`src/rtl/fc_omem_reader.sv`:
```
// ---------------------------------------------------------------------------
// fc_omem_reader
//
// Reads back the FC output memory after a batch has been inferred. The image
// sequencer leaves the CLS_NUM signed scores of image i at addresses
// i*CLS_NUM .. i*CLS_NUM+CLS_NUM-1. On a start pulse this block walks every
// image, computes the argmax of its scores and hands out one predicted class
// per image over a valid/ready interface. It pulses done after the last one.
//
// Optional build macro:
//   FC_OMEM_READER_SCORE_EN  adds output cls_score carrying the winning score
//
// Ports:
//   clk        clock
//   resetn     synchronous active-low reset
//   start      single-cycle pulse, begins batch readback when idle
//   busy       high while reading, draining or offering a result
//   done       one-cycle pulse after the last class was transferred
//   omem_en    read enable to fc_omem port B
//   omem_addr  read address (0 whenever omem_en is low)
//   omem_dout  read data, valid RD_LAT cycles after an enabled address
//   cls_valid  class result valid
//   cls_ready  downstream accept
//   cls_data   argmax class index
//   cls_img    image index belonging to cls_data
//   cls_score  winning signed score (only with FC_OMEM_READER_SCORE_EN)
// ---------------------------------------------------------------------------
module fc_omem_reader #(
   parameter int IMG_NUM = 250,
   parameter int CLS_NUM = 10,
   parameter int DATA_W  = 16,
   parameter int RD_LAT  = 1,
   parameter int OUT_BW  = $clog2(IMG_NUM*CLS_NUM),
   parameter int IMG_BW  = $clog2(IMG_NUM),
   parameter int CLS_BW  = $clog2(CLS_NUM)
) (
   input  logic              clk,
   input  logic              resetn,
   input  logic              start,
   output logic              busy,
   output logic              done,
   output logic              omem_en,
   output logic [OUT_BW-1:0] omem_addr,
   input  logic [DATA_W-1:0] omem_dout,
   output logic              cls_valid,
   input  logic              cls_ready,
   output logic [CLS_BW-1:0] cls_data,
   output logic [IMG_BW-1:0] cls_img
`ifdef FC_OMEM_READER_SCORE_EN
   ,
   output logic [DATA_W-1:0] cls_score
`endif
);

   localparam logic [2:0] ST_IDLE  = 3'd0;
   localparam logic [2:0] ST_READ  = 3'd1;
   localparam logic [2:0] ST_DRAIN = 3'd2;
   localparam logic [2:0] ST_OUT   = 3'd3;
   localparam logic [2:0] ST_DONE  = 3'd4;

   localparam logic [CLS_BW-1:0] LAST_K   = CLS_BW'(CLS_NUM - 1);
   localparam logic [IMG_BW-1:0] LAST_IMG = IMG_BW'(IMG_NUM - 1);
   localparam logic [OUT_BW-1:0] CLS_STEP = OUT_BW'(CLS_NUM);

   logic [2:0]               state;
   logic [IMG_BW-1:0]        img;
   logic [OUT_BW-1:0]        base;
   logic [CLS_BW-1:0]        k;
   logic [CLS_BW-1:0]        cap_k;
   logic [RD_LAT-1:0]        en_pipe;
   logic signed [DATA_W-1:0] max_q;
   logic [CLS_BW-1:0]        idx_q;

   logic                     cap_valid;
   logic                     better;
   logic signed [DATA_W-1:0] nxt_max;
   logic [CLS_BW-1:0]        nxt_idx;

   // Data returning from the BRAM is marked by the read enable delayed by the
   // read latency; cap_k counts arrivals so each score knows its class index.
   assign cap_valid = en_pipe[RD_LAT-1];

   // Running argmax: the first score of an image loads unconditionally, later
   // ones only win when strictly greater, so ties keep the lower index.
   always_comb begin
      better  = 1'b0;
      nxt_max = max_q;
      nxt_idx = idx_q;
      if (cap_k == '0 || $signed(omem_dout) > max_q) begin
         better = 1'b1;
      end
      if (better) begin
         nxt_max = $signed(omem_dout);
         nxt_idx = cap_k;
      end
   end

   // Outputs are decoded from the state. The result registers stay untouched
   // between the last capture of an image and the first capture of the next
   // one, which starts only after the handshake, so they are stable in OUT.
   assign omem_en   = (state == ST_READ);
   assign omem_addr = omem_en ? (base + OUT_BW'(k)) : '0;
   assign cls_valid = (state == ST_OUT);
   assign cls_data  = cls_valid ? idx_q : '0;
   assign cls_img   = cls_valid ? img : '0;
   assign busy      = (state == ST_READ) || (state == ST_DRAIN) || (state == ST_OUT);
   assign done      = (state == ST_DONE);
`ifdef FC_OMEM_READER_SCORE_EN
   assign cls_score = cls_valid ? max_q : '0;
`endif

   // Sequencer, capture pipeline and argmax registers. The per-image base
   // address is a running sum so no multiplier is needed.
   always_ff @(posedge clk) begin
      if (!resetn) begin
         state   <= ST_IDLE;
         img     <= '0;
         base    <= '0;
         k       <= '0;
         cap_k   <= '0;
         en_pipe <= '0;
         max_q   <= '0;
         idx_q   <= '0;
      end else begin
         en_pipe[0] <= omem_en;
         for (int i = 1; i < RD_LAT; i++) begin
            en_pipe[i] <= en_pipe[i-1];
         end

         if (cap_valid) begin
            max_q <= nxt_max;
            idx_q <= nxt_idx;
            cap_k <= (cap_k == LAST_K) ? '0 : cap_k + CLS_BW'(1);
         end

         case (state)
            ST_IDLE: begin
               if (start) begin
                  state <= ST_READ;
                  img   <= '0;
                  base  <= '0;
                  k     <= '0;
               end
            end
            ST_READ: begin
               if (k == LAST_K) begin
                  state <= ST_DRAIN;
                  k     <= '0;
               end else begin
                  k <= k + CLS_BW'(1);
               end
            end
            ST_DRAIN: begin
               if (cap_valid && cap_k == LAST_K) begin
                  state <= ST_OUT;
               end
            end
            ST_OUT: begin
               if (cls_ready) begin
                  if (img == LAST_IMG) begin
                     state <= ST_DONE;
                  end else begin
                     state <= ST_READ;
                     img   <= img + IMG_BW'(1);
                     base  <= base + CLS_STEP;
                     k     <= '0;
                  end
               end
            end
            ST_DONE: begin
               state <= ST_IDLE;
               img   <= '0;
               base  <= '0;
            end
            default: begin
               state <= ST_IDLE;
            end
         endcase
      end
   end

endmodule

```
`config.mk`:
```
export PLATFORM = sky130hd
export DESIGN_NAME = fc_omem_reader
export DESIGN_NICKNAME = d
export VERILOG_FILES = /design/src/rtl/fc_omem_reader.sv
export SDC_FILE = /design/constraint.sdc
export NUM_CORES = 1
export LEC_CHECK = 0
export ABC_AREA = 0
export BUFFER_PORTS_ARGS = -buffer_cell sky130_fd_sc_hd__buf_2
export CAP_MARGIN = 0
export CORE_ASPECT_RATIO = 0.8
export CORE_MARGIN = 4
export CORE_UTILIZATION = 40
export DETAILED_ROUTE_END_ITERATION = 8
export HOLD_SLACK_MARGIN = 0.05
export PLACE_DENSITY = 0.69
export SETUP_SLACK_MARGIN = 0.2
export SLEW_MARGIN = 10
export SYNTH_ARGS = -nofsm -noshare
export SYNTH_HDL_FRONTEND = slang
export SYNTH_SLANG_ARGS = --single-unit
```
`constraint.sdc`:
```
create_clock -name clk -period 5.35 [get_ports clk]
set_input_delay 0.2675 -clock clk [delete_from_list [all_inputs] [get_ports clk]]
set_output_delay 0.2675 -clock clk [all_outputs]
set_load 0.005 [all_outputs]
```
Yosys cells after proc, flatten, opt, wreduce, memory -nomap -nowiden
Index checks and enable logic that the tools add are counted.
Word-level totals
  bits of input ports: 20
  flip-flop bits (word level): 52
Operators by class
  $add $sub $neg: 5
  eq/ne operators: 12
  mux-type cells: 24
  order comparisons: 1
  reductions and logical operators: 12
Operators by type and width (number)
  12-bit two-way mux: 4
  12-bit case mux with 3 select lines: 1
  8-bit two-way mux: 4
  4-bit two-way mux: 6
  8-bit case mux with 3 select lines: 1
  16-bit > comparator: 1
  3-bit two-way mux: 5
  12-bit by 4-bit adder with 12-bit output: 1
  12-bit by 4-bit adder with 12-bit output, second input constant: 1
  3-bit case mux with 4 select lines: 1
  4-bit case mux with 3 select lines: 1
  4-bit AND reduction: 3
  4-bit by 1-bit adder with 4-bit output, second input constant: 2
  8-bit by 1-bit adder with 8-bit output, second input constant: 1
  4-bit equality test, second input constant: 2
  8-bit equality test, second input constant: 1
  3-bit by 2-bit equality test with 1-bit output, second input constant: 2
  2-bit by 1-bit != test with 1-bit output, second input constant: 3
  3-bit nonzero test: 2
  4-bit zero test: 1
  2-bit != test, second input constant: 2
  3-bit by 1-bit equality test with 1-bit output, second input constant: 1
  3-bit equality test, second input constant: 1
  3-bit zero test: 1
  other kinds (4): 6

Logic depth before layout (Yosys ltp)
  depth after elaboration: 4
  gate-level depth with buffers: 9
  mapped depth without buffers: 8

Least setup slack after synthesis
No wires, ideal clock.
  kind: reg2reg
  start point: register max_q[13]
  end point: register idx_q[1]
  period minus slack after synthesis: 1962 ps
  library setup time: 72 ps
  stages on the path, launching flop included: 10
  required time: 5278 ps
  data arrival time: 1891 ps
  path buffers: 1
  path slack: 3388 ps
  path through: dfxtp_1 > inv_1 > ha_1 > nand4_1 > nor3_1 > o211ai_1 > nand3_1 > mux2i_1 > buf_4 > mux2i_1
On the way
  cells in the longest elaborated chain, start to end: 4
Ends and longest elaborated chain
  from (decl): RTL line 71  | logic signed [DATA_W-1:0] max_q;
  from (signal assigned): RTL line 131  | max_q <= nxt_max;
  16-bit > comparator: RTL line 89  | if (cap_k == '0 || $signed(omem_dout) > max_q) begin
  1-bit logical OR: RTL line 89
  1-bit two-way mux: RTL line 89
  2-bit AND reduction (no source line)
  to (signal assigned): RTL line 132  | idx_q <= nxt_idx;
  to (decl): RTL line 72  | logic [CLS_BW-1:0] idx_q;
No other way between the ends.
A chain may end at the register's enable or synchronous reset.

Worst setup path in the final report
  start point: register max_q[13]
  end point: register max_q[13]
On the way
  cells in the longest elaborated chain, start to end: 4
Ends and longest elaborated chain (RTL line)
  16-bit > comparator: 89
  1-bit logical OR: 89
  1-bit two-way mux: 89
  2-bit AND reduction (no source line)
No other way between the ends.

==> impl_metrics.json <==
{
  "status": "complete, no violations",
  "syn_area_per_cell_sq_um": 8.09,
  "clkLatencyLatePin_ps": 300,
  "place_hpwl_mm": 4.70,
  "rsz0062_at_grt": "false",
  "cts_made_buffers": 5,
  "ios": 48,
  "dieArea_sq_mm": 0.00901,
  "synth_cells": 373,
  "final_cell_area_sq_mm": 0.00342,
  "postRouteAntennaNets": 0,
  "core_sq_mm": 0.00736,
  "worst_pin_slew_ps": 769,
  "htree_levels": 2,
  "wl_per_cell_um": 12.6,
  "crit_path_end_kind": "flop",
  "syn_area_sq_mm": 0.00302,
  "crit_fanout": 12,
  "grt_pass1_vias": 2429,
  "cts_root_buf": "clkbuf_8",
  "vias": 2563,
  "grt_pass1_wl_mm": 10.7,
  "synth_top_area_share_pct": 33.8,
  "rows": 28,
  "hold_buffers": 0,
  "ys_top_cells_by_area": "dfxtp_1 34%, ha_1 10%, mux2i_1 7.3%, nand2_1 6.8%, nor2_1 4.4%",
  "die_y_um": 85.7,
  "num-nets-final": 457,
  "tritoncts": "yes",
  "max_freq_mhz": 348,
  "placed_area_sq_mm": 0.00330,
  "p_leak_nw": 1.34,
  "antenna_found_initial": 0,
  "yosysWarnings": 0,
  "skew_ps": 10.9,
  "drt_iter0_drc": 130,
  "grt_overflow": 0,
  "timing.final.max_slew_violations": 0,
  "max_cap_viol_count": 0,
  "tns_ps": 0,
  "hold_path_startpoint": "omem_dout[7]",
  "hold_class": "in -> reg",
  "yosysSeqAreaShare_pct": 33.8,
  "synth_edf_count": 0,
  "async_reset_ff_share_pct": 0,
  "required_ps": 5590,
  "grt_start_max_net_pins": 43,
  "nFillCells": 730,
  "numPortBuffers": 47,
  "regToRegStartpoint": "max_q[13]",
  "gp_congestion": 0.774,
  "crit_type": "reg -> reg",
  "cts.path.max_buffers": 2,
  "drive_gt1_share_pct": 16.2,
  "ys_seq_elements": 51,
  "setup_viol": 0,
  "fp.dieW_um": 105,
  "start_util_pct": 41.0,
  "via_per_inst": 5.09,
  "period_share_pct": 53.7,
  "yosys.area.top_type": "dfxtp_1",
  "syn-num-nets": 417,
  "fin_crit_ps": 2870,
  "clock_sinks": 51,
  "syn_to_final_growth_pct": 13.3,
  "crit_path_start": "max_q[13]",
  "ir_drop_mv": 0.135,
  "wirelength_mm": 6.33,
  "relSlewSlack_pct": 48.7,
  "ys.flop_type": "dfxtp_1",
  "utilization_pct": 46.5,
  "reg2reg_slack_ps": 2480,
  "post_cts_resize_count": 0,
  "hold_viol_final": 0,
  "first_pass_iters": 7,
  "worstPathArrival_ps": 3110,
  "drc": 0,
  "multi_input_area_sq_mm": 0.00184,
  "synth.distinct_cells": 43,
  "cts_setup_buffers": 0,
  "track_usage_pct": 14.2,
  "p_per_area_mw_per_mm2": 346,
  "holdWs_ps": 216,
  "start_kind": "flop",
  "path_clk_slew_ps": 100,
  "final-seq-area_sq_mm": 0.00102,
  "diodes": 0
}
[final cells by class]
| cell class | instances | area share (%) |
|---|---|---|
| sequential | 51 | 29.8 |
| clock inverter | 2 | 1.13 |
| inverter | 23 | 2.52 |
| clock buffer | 6 | 2.41 |
| timing repair buffer | 48 | 7.10 |
| tap | 90 | 3.29 |
| multi-input combinational | 284 | 53.7 |
[routing by layer]
metal | vias to the layer above | part of all wire, % | track usage [%] | wire, um
li1 | 1344 | - | - | -
met2 | 40 | 44 | 23.7 | 2800
met4 | 0 | 1.7 | 4.65 | 106
met5 | - | 0 | 0 | 0
met3 | 12 | 3.5 | 3.39 | 222
met1 | 1167 | 51 | 18.1 | 3200
[Yosys cell counts (2+ instances only)]
library cell and n:
a21oi_1 23, a21oi_2 2, a31oi_1 2, and2_1 15, and3_1 2, buf_2 2, buf_4 3, clkbuf_1 9
dfxtp_1 51, ha_1 24, inv_1 23, mux2i_1 22, nand2_1 55, nand3_1 7, nand3b_1 2, nand4_1 7
nand4b_1 3, nor2_1 35, nor2b_1 5, nor3_1 10, nor3b_1 2, o211ai_1 4, o21ai_0 16, o21ai_2 2
or2_2 2, or3_1 9, xnor2_1 13, xor2_1 8
[path summary, 6_finish.rpt]
path | endpoint | cells after the start
setup / recovery | max_q[13] | 9
hold / removal | max_q[7] | 3
setup reg to reg | max_q[13] | 9
hold reg to reg | idx_q[1] | 2
[worst max-delay path, stage by stage (launching register included)]
cell,delay [ps]
dfxtp_1,340
inv_1,40
ha_1,300
nand4_1,160
nor3_1,380
o211ai_1,140
nand3_1,180
mux2i_2,650
buf_4,370
mux2i_1,230
[power by group]
| part | leakage (nW) | internal (mW) | total (mW) | switching, mW |
|---|---|---|---|---|
| clock | 0.0618 | 0.154 | 0.287 | 0.133 |
| combinational | 0.864 | 0.167 | 0.408 | 0.241 |
| sequential | 0.413 | 0.431 | 0.490 | 0.0586 |
| total | 1.34 | 0.752 | 1.18 | 0.433 |
[sequential cells by signal, indices dropped and copies added, names as in the netlist]
signal     count
max_q         16
base          11
idx_q          4
state          3
cap_valid      1
img            8
cap_k          4
k              4
[through the flow]
stage | worst slack (ps) | power, mW | cells
final | 2480 | 1.18 | 504
after global routing | 2210 | 1.27 | 504
after CTS | 2460 | 1.20 | 504
after detailed placement | 2480 | 0.907 | 496
after global placement | 2660 | 0.894 | 496
after floorplan | 3390 | 0.818 | 373
[layout by cell type, fill, tap and decap left out, types with 3 or more instances in the layout]
cell type and count:
xnor2_1 13, buf_2 47, nand4_1 7, nor2b_1 5, xor2_1 8, inv_1 23
nor2_1 35, nand3_1 7, ha_1 24, nor3_1 10, a21oi_1 23, o21ai_0 16
clkbuf_8 6, nand4b_1 3, o211ai_1 4, or3_1 9, nand2_1 55, dfxtp_1 51
mux2i_1 21, and2_1 15
[cell families (layout without fill, tap and decap cells)]
| kind of cell | after synthesis | after routing | share of synthesized area, % |
|---|---|---|---|
| xor gates and xnor gates | 21 | 21 | 6.09 |
| buffers and inverters | 38 | 79 | 5.43 |
| adders and majority gates | 24 | 24 | 9.95 |
| and+or+nand+nor | 161 | 161 | 26.3 |
| muxes | 22 | 22 | 7.30 |
| DFF | 51 | 51 | 33.8 |
| AOI/OAI and AO/OA | 56 | 56 | 11.1 |
(Power assumes the default switching activity.)
